## src/rtl/alu_issue_queue_pkg.sv

```systemverilog
// Shared constants and helpers for the ALU reservation station.
package rs_pkg;

  // Tag value that marks an operand as already holding its value.
  localparam int TAG_FREE = 0;
  // Opcode presented while no issue is pending.
  localparam int NOP = 0;

  // Lowest set bit index (-1 if none). Gives the CDB snoop priority
  // (lowest port wins on duplicate tags) and picks the free slot.
  function automatic int first_set(input logic [31:0] v);
    first_set = -1;
    for (int i = 31; i >= 0; i--)
      if (v[i]) first_set = i;
  endfunction

endpackage

```

## src/rtl/alu_issue_queue_if.sv

```systemverilog
// Dispatcher / CDB / branch unit / ALU connections of the issue queue.
interface alu_issue_queue_if #(
  parameter int CDB_N  = 2,
  parameter int DATA_W = 32,
  parameter int TAG_W  = 5,
  parameter int OP_W   = 6,
  parameter int BTAG_W = 4
);
  localparam int BN_W = (BTAG_W > 1) ? $clog2(BTAG_W) : 1;

  logic                    rdy;
  logic [CDB_N-1:0]        cdb_en;
  logic [CDB_N*TAG_W-1:0]  cdb_tag;
  logic [CDB_N*DATA_W-1:0] cdb_data;
  logic                    alloc_en;
  logic [OP_W-1:0]         alloc_op;
  logic [DATA_W-1:0]       alloc_opnd_o, alloc_opnd_t, alloc_pc;
  logic [TAG_W-1:0]        alloc_tag_o, alloc_tag_t, alloc_tag_w;
  logic [BTAG_W-1:0]       alloc_btag;
  logic                    alloc_ready;
  logic                    iss_valid;
  logic [OP_W-1:0]         iss_op;
  logic [DATA_W-1:0]       iss_opnd_o, iss_opnd_t, iss_pc;
  logic [TAG_W-1:0]        iss_tag_w;
  logic [BTAG_W-1:0]       iss_btag;
  logic                    b_free_en, mis_taken;
  logic [BN_W-1:0]         b_free_num;

  modport master (
    output rdy, cdb_en, cdb_tag, cdb_data, alloc_en, alloc_op, alloc_opnd_o,
           alloc_opnd_t, alloc_pc, alloc_tag_o, alloc_tag_t, alloc_tag_w,
           alloc_btag, b_free_en, mis_taken, b_free_num,
    input  alloc_ready, iss_valid, iss_op, iss_opnd_o, iss_opnd_t, iss_pc,
           iss_tag_w, iss_btag
  );
  modport slave (
    input  rdy, cdb_en, cdb_tag, cdb_data, alloc_en, alloc_op, alloc_opnd_o,
           alloc_opnd_t, alloc_pc, alloc_tag_o, alloc_tag_t, alloc_tag_w,
           alloc_btag, b_free_en, mis_taken, b_free_num,
    output alloc_ready, iss_valid, iss_op, iss_opnd_o, iss_opnd_t, iss_pc,
           iss_tag_w, iss_btag
  );
endinterface

```

## src/rtl/alu_issue_queue_entry.sv

```systemverilog
// One reservation-station slot: operand wakeup, branch-mask update, squash.
module rs_entry import rs_pkg::*; #(
  parameter int CDB_N  = 2,
  parameter int DATA_W = 32,
  parameter int TAG_W  = 5,
  parameter int OP_W   = 6,
  parameter int BTAG_W = 4,
  parameter int BN_W   = 2
)(
  input  logic                    clk,
  input  logic                    rst,
  input  logic                    rdy,
  input  logic [CDB_N-1:0]        cdb_en,
  input  logic [CDB_N*TAG_W-1:0]  cdb_tag,
  input  logic [CDB_N*DATA_W-1:0] cdb_data,
  input  logic                    br_en,
  input  logic                    br_mis,
  input  logic [BN_W-1:0]         br_num,
  input  logic                    wr,
  input  logic [OP_W-1:0]         wr_op,
  input  logic [DATA_W-1:0]       wr_o,
  input  logic [DATA_W-1:0]       wr_t,
  input  logic [TAG_W-1:0]        wr_tag_o,
  input  logic [TAG_W-1:0]        wr_tag_t,
  input  logic [TAG_W-1:0]        wr_tag_w,
  input  logic [DATA_W-1:0]       wr_pc,
  input  logic [BTAG_W-1:0]       wr_btag,
  input  logic                    clr,
  output logic                    vld,
  output logic                    ready,
  output logic                    kill,
  output logic [OP_W-1:0]         out_op,
  output logic [DATA_W-1:0]       out_o,
  output logic [DATA_W-1:0]       out_t,
  output logic [TAG_W-1:0]        out_tag_w,
  output logic [DATA_W-1:0]       out_pc,
  output logic [BTAG_W-1:0]       out_btag
);
  logic [DATA_W-1:0] o, t;
  logic [TAG_W-1:0]  tag_o, tag_t, tag_o_n, tag_t_n;
  logic [BTAG_W-1:0] btag;
  logic [CDB_N-1:0]  hit_o, hit_t;
  int                io, it;

  // Snoop the CDB this cycle so a woken entry can issue on the same edge.
  always_comb begin
    hit_o = '0;
    hit_t = '0;
    for (int k = 0; k < CDB_N; k++) begin
      hit_o[k] = cdb_en[k] && cdb_tag[k*TAG_W +: TAG_W] == tag_o && tag_o != TAG_W'(TAG_FREE);
      hit_t[k] = cdb_en[k] && cdb_tag[k*TAG_W +: TAG_W] == tag_t && tag_t != TAG_W'(TAG_FREE);
    end
    io = first_set(32'(hit_o));
    it = first_set(32'(hit_t));
    out_o   = o;
    out_t   = t;
    tag_o_n = tag_o;
    tag_t_n = tag_t;
    for (int k = 0; k < CDB_N; k++) begin
      if (k == io) begin out_o = cdb_data[k*DATA_W +: DATA_W]; tag_o_n = '0; end
      if (k == it) begin out_t = cdb_data[k*DATA_W +: DATA_W]; tag_t_n = '0; end
    end
    out_btag = btag;
    if (br_en && !br_mis) out_btag[br_num] = 1'b0;
  end

  assign kill  = vld && br_en && br_mis && btag[br_num];
  assign ready = vld && !kill && tag_o_n == '0 && tag_t_n == '0;

  // Slot state: load on alloc, empty on issue/squash, else track wakeups.
  always_ff @(posedge clk or posedge rst) begin
    if (rst) begin
      vld <= 1'b0; out_op <= '0; o <= '0; t <= '0; tag_o <= '0; tag_t <= '0;
      out_tag_w <= '0; out_pc <= '0; btag <= '0;
    end else if (rdy) begin
      if (wr) begin
        vld <= 1'b1; out_op <= wr_op; o <= wr_o; t <= wr_t;
        tag_o <= wr_tag_o; tag_t <= wr_tag_t; out_tag_w <= wr_tag_w;
        out_pc <= wr_pc; btag <= wr_btag;
      end else if (vld && (clr || kill)) begin
        vld <= 1'b0; tag_o <= '0; tag_t <= '0;
      end else begin
        o <= out_o; t <= out_t; tag_o <= tag_o_n; tag_t <= tag_t_n; btag <= out_btag;
      end
    end
  end
endmodule

```

## src/rtl/alu_issue_queue.sv

```systemverilog
// ALU reservation station: free-slot pick, age matrix, oldest-ready issue, bypass.
module alu_issue_queue import rs_pkg::*; #(
  parameter int DEPTH  = 8,
  parameter int CDB_N  = 2,
  parameter int DATA_W = 32,
  parameter int TAG_W  = 5,
  parameter int OP_W   = 6,
  parameter int BTAG_W = 4
)(
  input logic clk,
  input logic rst,
  alu_issue_queue_if.slave bus
);
  localparam int BN_W = (BTAG_W > 1) ? $clog2(BTAG_W) : 1;

  logic [DEPTH-1:0]            vld, ready, kill, sel, gone, wr_oh;
  logic [DEPTH-1:0][DEPTH-1:0] age;
  logic [OP_W-1:0]             e_op     [DEPTH];
  logic [DATA_W-1:0]           e_o      [DEPTH];
  logic [DATA_W-1:0]           e_t      [DEPTH];
  logic [TAG_W-1:0]            e_tag_w  [DEPTH];
  logic [DATA_W-1:0]           e_pc     [DEPTH];
  logic [BTAG_W-1:0]           e_btag   [DEPTH];

  logic [CDB_N-1:0]  a_hit_o, a_hit_t;
  logic [DATA_W-1:0] a_o, a_t;
  logic [TAG_W-1:0]  a_tag_o, a_tag_t;
  logic [BTAG_W-1:0] a_btag;
  logic              a_kill, alloc_ok, any_rdy, bypass, write;
  int                a_io, a_it, fidx;

  logic [OP_W-1:0]   s_op;
  logic [DATA_W-1:0] s_o, s_t, s_pc;
  logic [TAG_W-1:0]  s_tag_w;
  logic [BTAG_W-1:0] s_btag;

  assign bus.alloc_ready = !(&vld);

  // Alloc operands snoop the CDB too; decide bypass vs. slot write.
  always_comb begin
    a_hit_o = '0;
    a_hit_t = '0;
    for (int k = 0; k < CDB_N; k++) begin
      a_hit_o[k] = bus.cdb_en[k] && bus.cdb_tag[k*TAG_W +: TAG_W] == bus.alloc_tag_o
                   && bus.alloc_tag_o != TAG_W'(TAG_FREE);
      a_hit_t[k] = bus.cdb_en[k] && bus.cdb_tag[k*TAG_W +: TAG_W] == bus.alloc_tag_t
                   && bus.alloc_tag_t != TAG_W'(TAG_FREE);
    end
    a_io    = first_set(32'(a_hit_o));
    a_it    = first_set(32'(a_hit_t));
    a_o     = bus.alloc_opnd_o;
    a_t     = bus.alloc_opnd_t;
    a_tag_o = bus.alloc_tag_o;
    a_tag_t = bus.alloc_tag_t;
    for (int k = 0; k < CDB_N; k++) begin
      if (k == a_io) begin a_o = bus.cdb_data[k*DATA_W +: DATA_W]; a_tag_o = '0; end
      if (k == a_it) begin a_t = bus.cdb_data[k*DATA_W +: DATA_W]; a_tag_t = '0; end
    end
    a_btag = bus.alloc_btag;
    if (bus.b_free_en && !bus.mis_taken) a_btag[bus.b_free_num] = 1'b0;
    a_kill   = bus.b_free_en && bus.mis_taken && bus.alloc_btag[bus.b_free_num];
    alloc_ok = bus.alloc_en && bus.alloc_ready && !a_kill;
    any_rdy  = |ready;
    bypass   = alloc_ok && !any_rdy && a_tag_o == '0 && a_tag_t == '0;
    write    = alloc_ok && !bypass;
    fidx     = first_set(32'(~vld));
    for (int i = 0; i < DEPTH; i++) wr_oh[i] = write && i == fidx;
  end

  for (genvar g = 0; g < DEPTH; g++) begin : g_ent
    rs_entry #(.CDB_N(CDB_N), .DATA_W(DATA_W), .TAG_W(TAG_W), .OP_W(OP_W),
               .BTAG_W(BTAG_W), .BN_W(BN_W)) u_ent (
      .clk(clk), .rst(rst), .rdy(bus.rdy),
      .cdb_en(bus.cdb_en), .cdb_tag(bus.cdb_tag), .cdb_data(bus.cdb_data),
      .br_en(bus.b_free_en), .br_mis(bus.mis_taken), .br_num(bus.b_free_num),
      .wr(wr_oh[g]), .wr_op(bus.alloc_op), .wr_o(a_o), .wr_t(a_t),
      .wr_tag_o(a_tag_o), .wr_tag_t(a_tag_t), .wr_tag_w(bus.alloc_tag_w),
      .wr_pc(bus.alloc_pc), .wr_btag(a_btag), .clr(sel[g]),
      .vld(vld[g]), .ready(ready[g]), .kill(kill[g]),
      .out_op(e_op[g]), .out_o(e_o[g]), .out_t(e_t[g]), .out_tag_w(e_tag_w[g]),
      .out_pc(e_pc[g]), .out_btag(e_btag[g])
    );
  end

  // Oldest ready entry: ready and older than every other ready entry (one-hot).
  always_comb begin
    sel = '0;
    for (int i = 0; i < DEPTH; i++) begin
      sel[i] = ready[i];
      for (int j = 0; j < DEPTH; j++)
        if (j != i && ready[j] && !age[i][j]) sel[i] = 1'b0;
    end
    gone = sel | kill;
  end

  // Issue operand mux over the one-hot select.
  always_comb begin
    s_op = '0; s_o = '0; s_t = '0; s_tag_w = '0; s_pc = '0; s_btag = '0;
    for (int i = 0; i < DEPTH; i++)
      if (sel[i]) begin
        s_op = e_op[i]; s_o = e_o[i]; s_t = e_t[i];
        s_tag_w = e_tag_w[i]; s_pc = e_pc[i]; s_btag = e_btag[i];
      end
  end

  // Age matrix: new entry younger than all survivors; freed rows/cols cleared.
  always_ff @(posedge clk or posedge rst) begin
    if (rst) age <= '0;
    else if (bus.rdy)
      for (int i = 0; i < DEPTH; i++)
        for (int j = 0; j < DEPTH; j++)
          if (wr_oh[i])               age[i][j] <= 1'b0;
          else if (wr_oh[j])          age[i][j] <= vld[i] && !gone[i];
          else if (gone[i] || gone[j]) age[i][j] <= 1'b0;
  end

  // Issue register: queued oldest-ready first, else bypassed alloc.
  always_ff @(posedge clk or posedge rst) begin
    if (rst) begin
      bus.iss_valid <= 1'b0; bus.iss_op <= OP_W'(NOP); bus.iss_opnd_o <= '0;
      bus.iss_opnd_t <= '0; bus.iss_tag_w <= '0; bus.iss_pc <= '0; bus.iss_btag <= '0;
    end else if (bus.rdy) begin
      if (any_rdy) begin
        bus.iss_valid <= 1'b1; bus.iss_op <= s_op; bus.iss_opnd_o <= s_o;
        bus.iss_opnd_t <= s_t; bus.iss_tag_w <= s_tag_w; bus.iss_pc <= s_pc;
        bus.iss_btag <= s_btag;
      end else if (bypass) begin
        bus.iss_valid <= 1'b1; bus.iss_op <= bus.alloc_op; bus.iss_opnd_o <= a_o;
        bus.iss_opnd_t <= a_t; bus.iss_tag_w <= bus.alloc_tag_w; bus.iss_pc <= bus.alloc_pc;
        bus.iss_btag <= a_btag;
      end else begin
        bus.iss_valid <= 1'b0;
        if (bus.b_free_en && !bus.mis_taken) bus.iss_btag[bus.b_free_num] <= 1'b0;
      end
    end
  end

  // Dispatcher must not push into a full queue.
  always_ff @(posedge clk) begin
    if (!rst && bus.rdy && bus.alloc_en)
      assert (bus.alloc_ready) else $error("alloc_en while queue full, request dropped");
  end
endmodule
```

## src/flat_wrapper.sv

```systemverilog
// flat-port wrapper written by rule: the top's interface ports become plain ports
module alu_issue_queue_flat import rs_pkg::*;
#(
  parameter int DEPTH  = 8,
  parameter int CDB_N  = 2,
  parameter int DATA_W = 32,
  parameter int TAG_W  = 5,
  parameter int OP_W   = 6,
  parameter int BTAG_W = 4
)
  (clk, rst, bus_rdy, bus_cdb_en, bus_cdb_tag, bus_cdb_data, bus_alloc_en, bus_alloc_op, bus_alloc_opnd_o, bus_alloc_opnd_t, bus_alloc_pc, bus_alloc_tag_o, bus_alloc_tag_t, bus_alloc_tag_w, bus_alloc_btag, bus_b_free_en, bus_mis_taken, bus_b_free_num, bus_alloc_ready, bus_iss_valid, bus_iss_op, bus_iss_opnd_o, bus_iss_opnd_t, bus_iss_pc, bus_iss_tag_w, bus_iss_btag);
  alu_issue_queue_if #(.CDB_N(CDB_N), .DATA_W(DATA_W), .TAG_W(TAG_W), .OP_W(OP_W), .BTAG_W(BTAG_W)) bus_i ();
  input logic clk;
  input logic rst;
  input wire logic [$bits(bus_i.rdy)-1:0] bus_rdy;
  input wire logic [$bits(bus_i.cdb_en)-1:0] bus_cdb_en;
  input wire logic [$bits(bus_i.cdb_tag)-1:0] bus_cdb_tag;
  input wire logic [$bits(bus_i.cdb_data)-1:0] bus_cdb_data;
  input wire logic [$bits(bus_i.alloc_en)-1:0] bus_alloc_en;
  input wire logic [$bits(bus_i.alloc_op)-1:0] bus_alloc_op;
  input wire logic [$bits(bus_i.alloc_opnd_o)-1:0] bus_alloc_opnd_o;
  input wire logic [$bits(bus_i.alloc_opnd_t)-1:0] bus_alloc_opnd_t;
  input wire logic [$bits(bus_i.alloc_pc)-1:0] bus_alloc_pc;
  input wire logic [$bits(bus_i.alloc_tag_o)-1:0] bus_alloc_tag_o;
  input wire logic [$bits(bus_i.alloc_tag_t)-1:0] bus_alloc_tag_t;
  input wire logic [$bits(bus_i.alloc_tag_w)-1:0] bus_alloc_tag_w;
  input wire logic [$bits(bus_i.alloc_btag)-1:0] bus_alloc_btag;
  input wire logic [$bits(bus_i.b_free_en)-1:0] bus_b_free_en;
  input wire logic [$bits(bus_i.mis_taken)-1:0] bus_mis_taken;
  input wire logic [$bits(bus_i.b_free_num)-1:0] bus_b_free_num;
  output wire logic [$bits(bus_i.alloc_ready)-1:0] bus_alloc_ready;
  output wire logic [$bits(bus_i.iss_valid)-1:0] bus_iss_valid;
  output wire logic [$bits(bus_i.iss_op)-1:0] bus_iss_op;
  output wire logic [$bits(bus_i.iss_opnd_o)-1:0] bus_iss_opnd_o;
  output wire logic [$bits(bus_i.iss_opnd_t)-1:0] bus_iss_opnd_t;
  output wire logic [$bits(bus_i.iss_pc)-1:0] bus_iss_pc;
  output wire logic [$bits(bus_i.iss_tag_w)-1:0] bus_iss_tag_w;
  output wire logic [$bits(bus_i.iss_btag)-1:0] bus_iss_btag;
  assign bus_i.rdy = bus_rdy;
  assign bus_i.cdb_en = bus_cdb_en;
  assign bus_i.cdb_tag = bus_cdb_tag;
  assign bus_i.cdb_data = bus_cdb_data;
  assign bus_i.alloc_en = bus_alloc_en;
  assign bus_i.alloc_op = bus_alloc_op;
  assign bus_i.alloc_opnd_o = bus_alloc_opnd_o;
  assign bus_i.alloc_opnd_t = bus_alloc_opnd_t;
  assign bus_i.alloc_pc = bus_alloc_pc;
  assign bus_i.alloc_tag_o = bus_alloc_tag_o;
  assign bus_i.alloc_tag_t = bus_alloc_tag_t;
  assign bus_i.alloc_tag_w = bus_alloc_tag_w;
  assign bus_i.alloc_btag = bus_alloc_btag;
  assign bus_i.b_free_en = bus_b_free_en;
  assign bus_i.mis_taken = bus_mis_taken;
  assign bus_i.b_free_num = bus_b_free_num;
  assign bus_alloc_ready = bus_i.alloc_ready;
  assign bus_iss_valid = bus_i.iss_valid;
  assign bus_iss_op = bus_i.iss_op;
  assign bus_iss_opnd_o = bus_i.iss_opnd_o;
  assign bus_iss_opnd_t = bus_i.iss_opnd_t;
  assign bus_iss_pc = bus_i.iss_pc;
  assign bus_iss_tag_w = bus_i.iss_tag_w;
  assign bus_iss_btag = bus_i.iss_btag;
  alu_issue_queue #(.DEPTH(DEPTH), .CDB_N(CDB_N), .DATA_W(DATA_W), .TAG_W(TAG_W), .OP_W(OP_W), .BTAG_W(BTAG_W)) u_core (.clk(clk), .rst(rst), .bus(bus_i));
endmodule
```

## config.mk

```make
export PLATFORM = sky130hd
export DESIGN_NAME = alu_issue_queue_flat
export DESIGN_NICKNAME = d
export VERILOG_FILES = /design/src/rtl/alu_issue_queue_pkg.sv /design/src/rtl/alu_issue_queue_if.sv /design/src/rtl/alu_issue_queue_entry.sv /design/src/rtl/alu_issue_queue.sv /design/src/flat_wrapper.sv
export SDC_FILE = /design/constraint.sdc
export NUM_CORES = 2
export LEC_CHECK = 0
export ABC_AREA = 1
export CAP_MARGIN = 20
export CORE_AREA = 5 5 540 542
export DETAILED_ROUTE_END_ITERATION = 8
export DIE_AREA = 0 0 545 547
export GPL_TIMING_DRIVEN = 1
export PLACE_DENSITY_LB_ADDON = 0.08
export SYNTH_ARGS = -nofsm -noshare
export SYNTH_HDL_FRONTEND = slang
export SYNTH_HIERARCHICAL = 1
export SYNTH_SLANG_ARGS = --single-unit
export TNS_END_PERCENT = 1
```

## constraint.sdc

```tcl
create_clock -name clk -period 14.73 [get_ports clk]
set_clock_uncertainty 0.1 [all_clocks]
set_input_delay 2.2095 -clock clk [delete_from_list [all_inputs] [get_ports clk]]
set_output_delay 2.2095 -clock clk [all_outputs]
set_load 0.02 [all_outputs]
```

==> impl_metrics.ini <==
[grt]
grt_pass1_vias = 93230
grt_pass1_wl_mm = 669.5
overflow = 0
grt_max_degree = 129
grt_use_total_pct = 30.16
antenna_found_initial = 13

[timing]
worst_pin_slew_ns = 1.254
slew_viol_final = 0
final.min_clock_period_ns = 10.46
hold_viol = 0
finalSetupTns_ns = 0
holdWs_ns = 0.3660
rsz0062_at_grt = no
setup_viol = 0
finalWorstSetupSlack_ns = 4.272
finalCritPeriodShare_pct = 71.00
slew-limit-headroom_pct = 16.16
fmax_mhz = 95.62

[worst_setup_path]
critical_path.endpoint_type = flop
required_ns = 15.32
r2r_slack_ns = 6.49
reg2reg_to = u_core/g_ent[7].u_ent/t[18]
r2r-start = u_core/g_ent[7].u_ent/tag_t[1]
worst_ep_arrival_time_ns = 11.05
path_max_fanout = 68
worst_setup_path_start_kind = primary input
criticalPathCategory = primary input to flop
reg2reg_depth = 25

[die]
core-area_sq_mm = 0.2864
die_area_sq_mm = 0.2981
fp.dieH_microns = 547
row_count = 197
ios = 318
die_w_microns = 545
start_util_pct = 29.84

[cts]
cts_sinks = 1144
cts_resized = 0
post-cts-setup-buffer-count = 0
clk_path_buf_depth = 4
cts_made_buffers = 168
htree_num_levels = 4
cts_root_buf = clkbuf_16
clk_latency_ns = 0.88
clk_pin_slew_ns = 0.05
postCtsHoldBufs = 0
cts_tree = built

[pwr]
power_frac_seq_pct = 23.2
internal_power_mw = 10.56
pwr-share-comb_pct = 58.2
p_leak_nw = 50.02
power_density_mw_per_mm2 = 233.0
power_mw = 22.58
power.switching_mw = 12.02
vdd_drop_max_mv = 0.2814
clock_power_share_pct = 18.5
switching_share_pct = 53.23

[routing]
ant_nets = 0
drt_iter0_markers = 9987
wl_mm = 467.4
via_count = 98340
drc = 0
drtPass1Iterations = 7
avgViaCountPerCell = 5.638
routedWlPerCell_microns = 26.79

[worst_hold_path]
min_to = u_core/age[10]
hold_depth = 2
worstHoldStart = u_core/age[10]
hp-class = flop to flop

[yosys]
synth.area.top_cells = dfrtp_1 33%, nand2_1 22%, nand3_1 10%
synth_warnings = 6
yosysMostFrequentCell = nand2_1
synth_common_cells = 4998 x nand2_1, 1786 x nand3_1, 1460 x nor2_1
ys.flop_type = dfrtp_1
ys_types = 35
synth_edf_count = 0
ys_seq_area_share_pct = 33.49
async_flop_share_pct = 100.0
synth_top_area_cell = dfrtp_1
ys_seq_elements = 1144
syn-num-nets = 13940
synth_cells = 13730
synth.top_cell.area_share_pct = 33.49
syn_area_per_cell_sq_um = 6.225
synth_area_sq_mm = 0.08547

[place]
io_buffers = 317
hpwl_mm = 288.1
place_ws_ns = 3.613
gp_congestion = 0.9140

[finish]
final_layout_size_suffix_gt1_share_pct = 8.063
area_delta_synth_final_pct = 13.39
nets = 13750

[job]
maxCapViolCount = 0

[status]
run_status = completed
[state kept, by name (all words and copies together) (netlist names), 40 cells and up]
name	flops
u_core/age	56
u_core/g_ent.u_ent/o	256
u_core/g_ent.u_ent/out_op	48
u_core/g_ent.u_ent/out_pc	256
u_core/g_ent.u_ent/out_tag_w	40
u_core/g_ent.u_ent/t	256
u_core/g_ent.u_ent/tag_o	40
u_core/g_ent.u_ent/tag_t	40
[metrics by stage]
step | util [%] | instance area (sq um) | std cells
after floorplan | - | 85470 | 13730
after global placement | 31.87 | 91290 | 17150
after detailed placement | 31.89 | 91330 | 17160
after CTS | 33.80 | 96820 | 17430
after global routing | 33.83 | 96900 | 17440
final | 33.84 | 96910 | 17440
[power groups by stage]
stage | Combinational [mW] | Sequential, mW | Clock (mW)
floorplan | 7.97 | 5.22 | 0
global placement | 12.9 | 5.25 | 0
detailed placement | 13.0 | 5.26 | 0
CTS | 13.1 | 5.22 | 4.30
global route | 14.4 | 5.38 | 4.40
finish | 13.2 | 5.24 | 4.19
[layer usage]
layer,routed length (microns),part of all wire (%),up-vias,GRT usage [%]
met2,212400,45,4752,48.67
met4,39740,8.5,8,21.26
li1,-,-,44670,-
met5,54,0.012,-,0
met3,33110,7.1,1431,5.053
met1,182100,39,47490,36.48
[worst max-delay path by stage]
| stage | from | end | slack (ns) |
|---|---|---|---|
| after floorplan | rst | u_core/age[10] | 7.87 |
| after global placement | bus_cdb_tag[4] | u_core/g_ent[6].u_ent/tag_o[2] | 3.61 |
| after detailed placement | bus_cdb_tag[4] | u_core/g_ent[7].u_ent/t[18] | 3.61 |
| after CTS | bus_cdb_tag[4] | u_core/g_ent[7].u_ent/t[18] | 4.45 |
| after global routing | bus_cdb_tag[4] | u_core/g_ent[7].u_ent/t[18] | 3.82 |
| final | bus_cdb_tag[4] | u_core/g_ent[7].u_ent/t[18] | 4.27 |
[final cells by class]
| class | count | area, sq um |
|---|---|---|
| fill | 31020 | 189500 |
| multi-input combinational | 10700 | 49180 |
| sequential | 1144 | 28630 |
| timing repair buffer | 590 | 5231 |
| clock buffer | 243 | 4980 |
| tap | 3781 | 4731 |
| inverter | 945 | 3638 |
| clock inverter | 35 | 508.0 |
| antenna | 8 | 20.02 |
[worst max-delay path, stage by stage]
cell and delay (ns):
clkdlybuf4s50_1 1.06, buf_4 0.42, inv_1 0.11, nand2_1 0.07, nand2_1 0.05, nand2_1 0.10, nor2_4 0.03, buf_4 0.26
nand3_2 0.18, buf_4 0.66, nand3_1 0.22, nand4_1 0.19, nor2_1 0.13, inv_2 0.14, nand4_1 0.16, nor4_4 0.56
nand3_1 0.18, nor2_2 0.23, nand2_2 0.50, nand3_1 0.45, inv_1 0.28, inv_4 0.59, nand3_1 0.24, nand2_4 0.71
buf_4 0.79, nor2_1 0.14, nand2_1 0.10, nand2_1 0.05
[cell families (layout without fill, tap and decap cells)]
logic type      count (synthesis)  in the layout  share of synthesized area (%)
simple gates                 9718           9718                          50.84
flops                        1144           1144                          33.49
compound gates                962            962                          6.126
xor+xnor                       18             18                         0.1844
buf+inv                      1888           1813                          9.353
other cells                     0              8                              0
[cells in the final DEF (no fill, tap or decap), types with 17 or more instances in the layout]
cell	instances
clkinv_2	20
xor2_1	17
buf_2	18
nand2_1	4974
o211ai_1	43
a31oi_1	24
clkbuf_8	43
inv_2	92
clkdlybuf4s50_1	298
nand3_2	238
nand4_1	1068
o21ai_1	67
clkbuf_16	171
o22ai_1	17
nor2_1	1457
a21oi_1	136
o21bai_1	80
inv_1	818
or2_2	111
dfrtp_1	1144
nand3_1	1778
buf_4	267
nor2_4	33
clkbuf_1	29
o21ai_0	586
No activity file was read; power rests on OpenSTA's default activity.
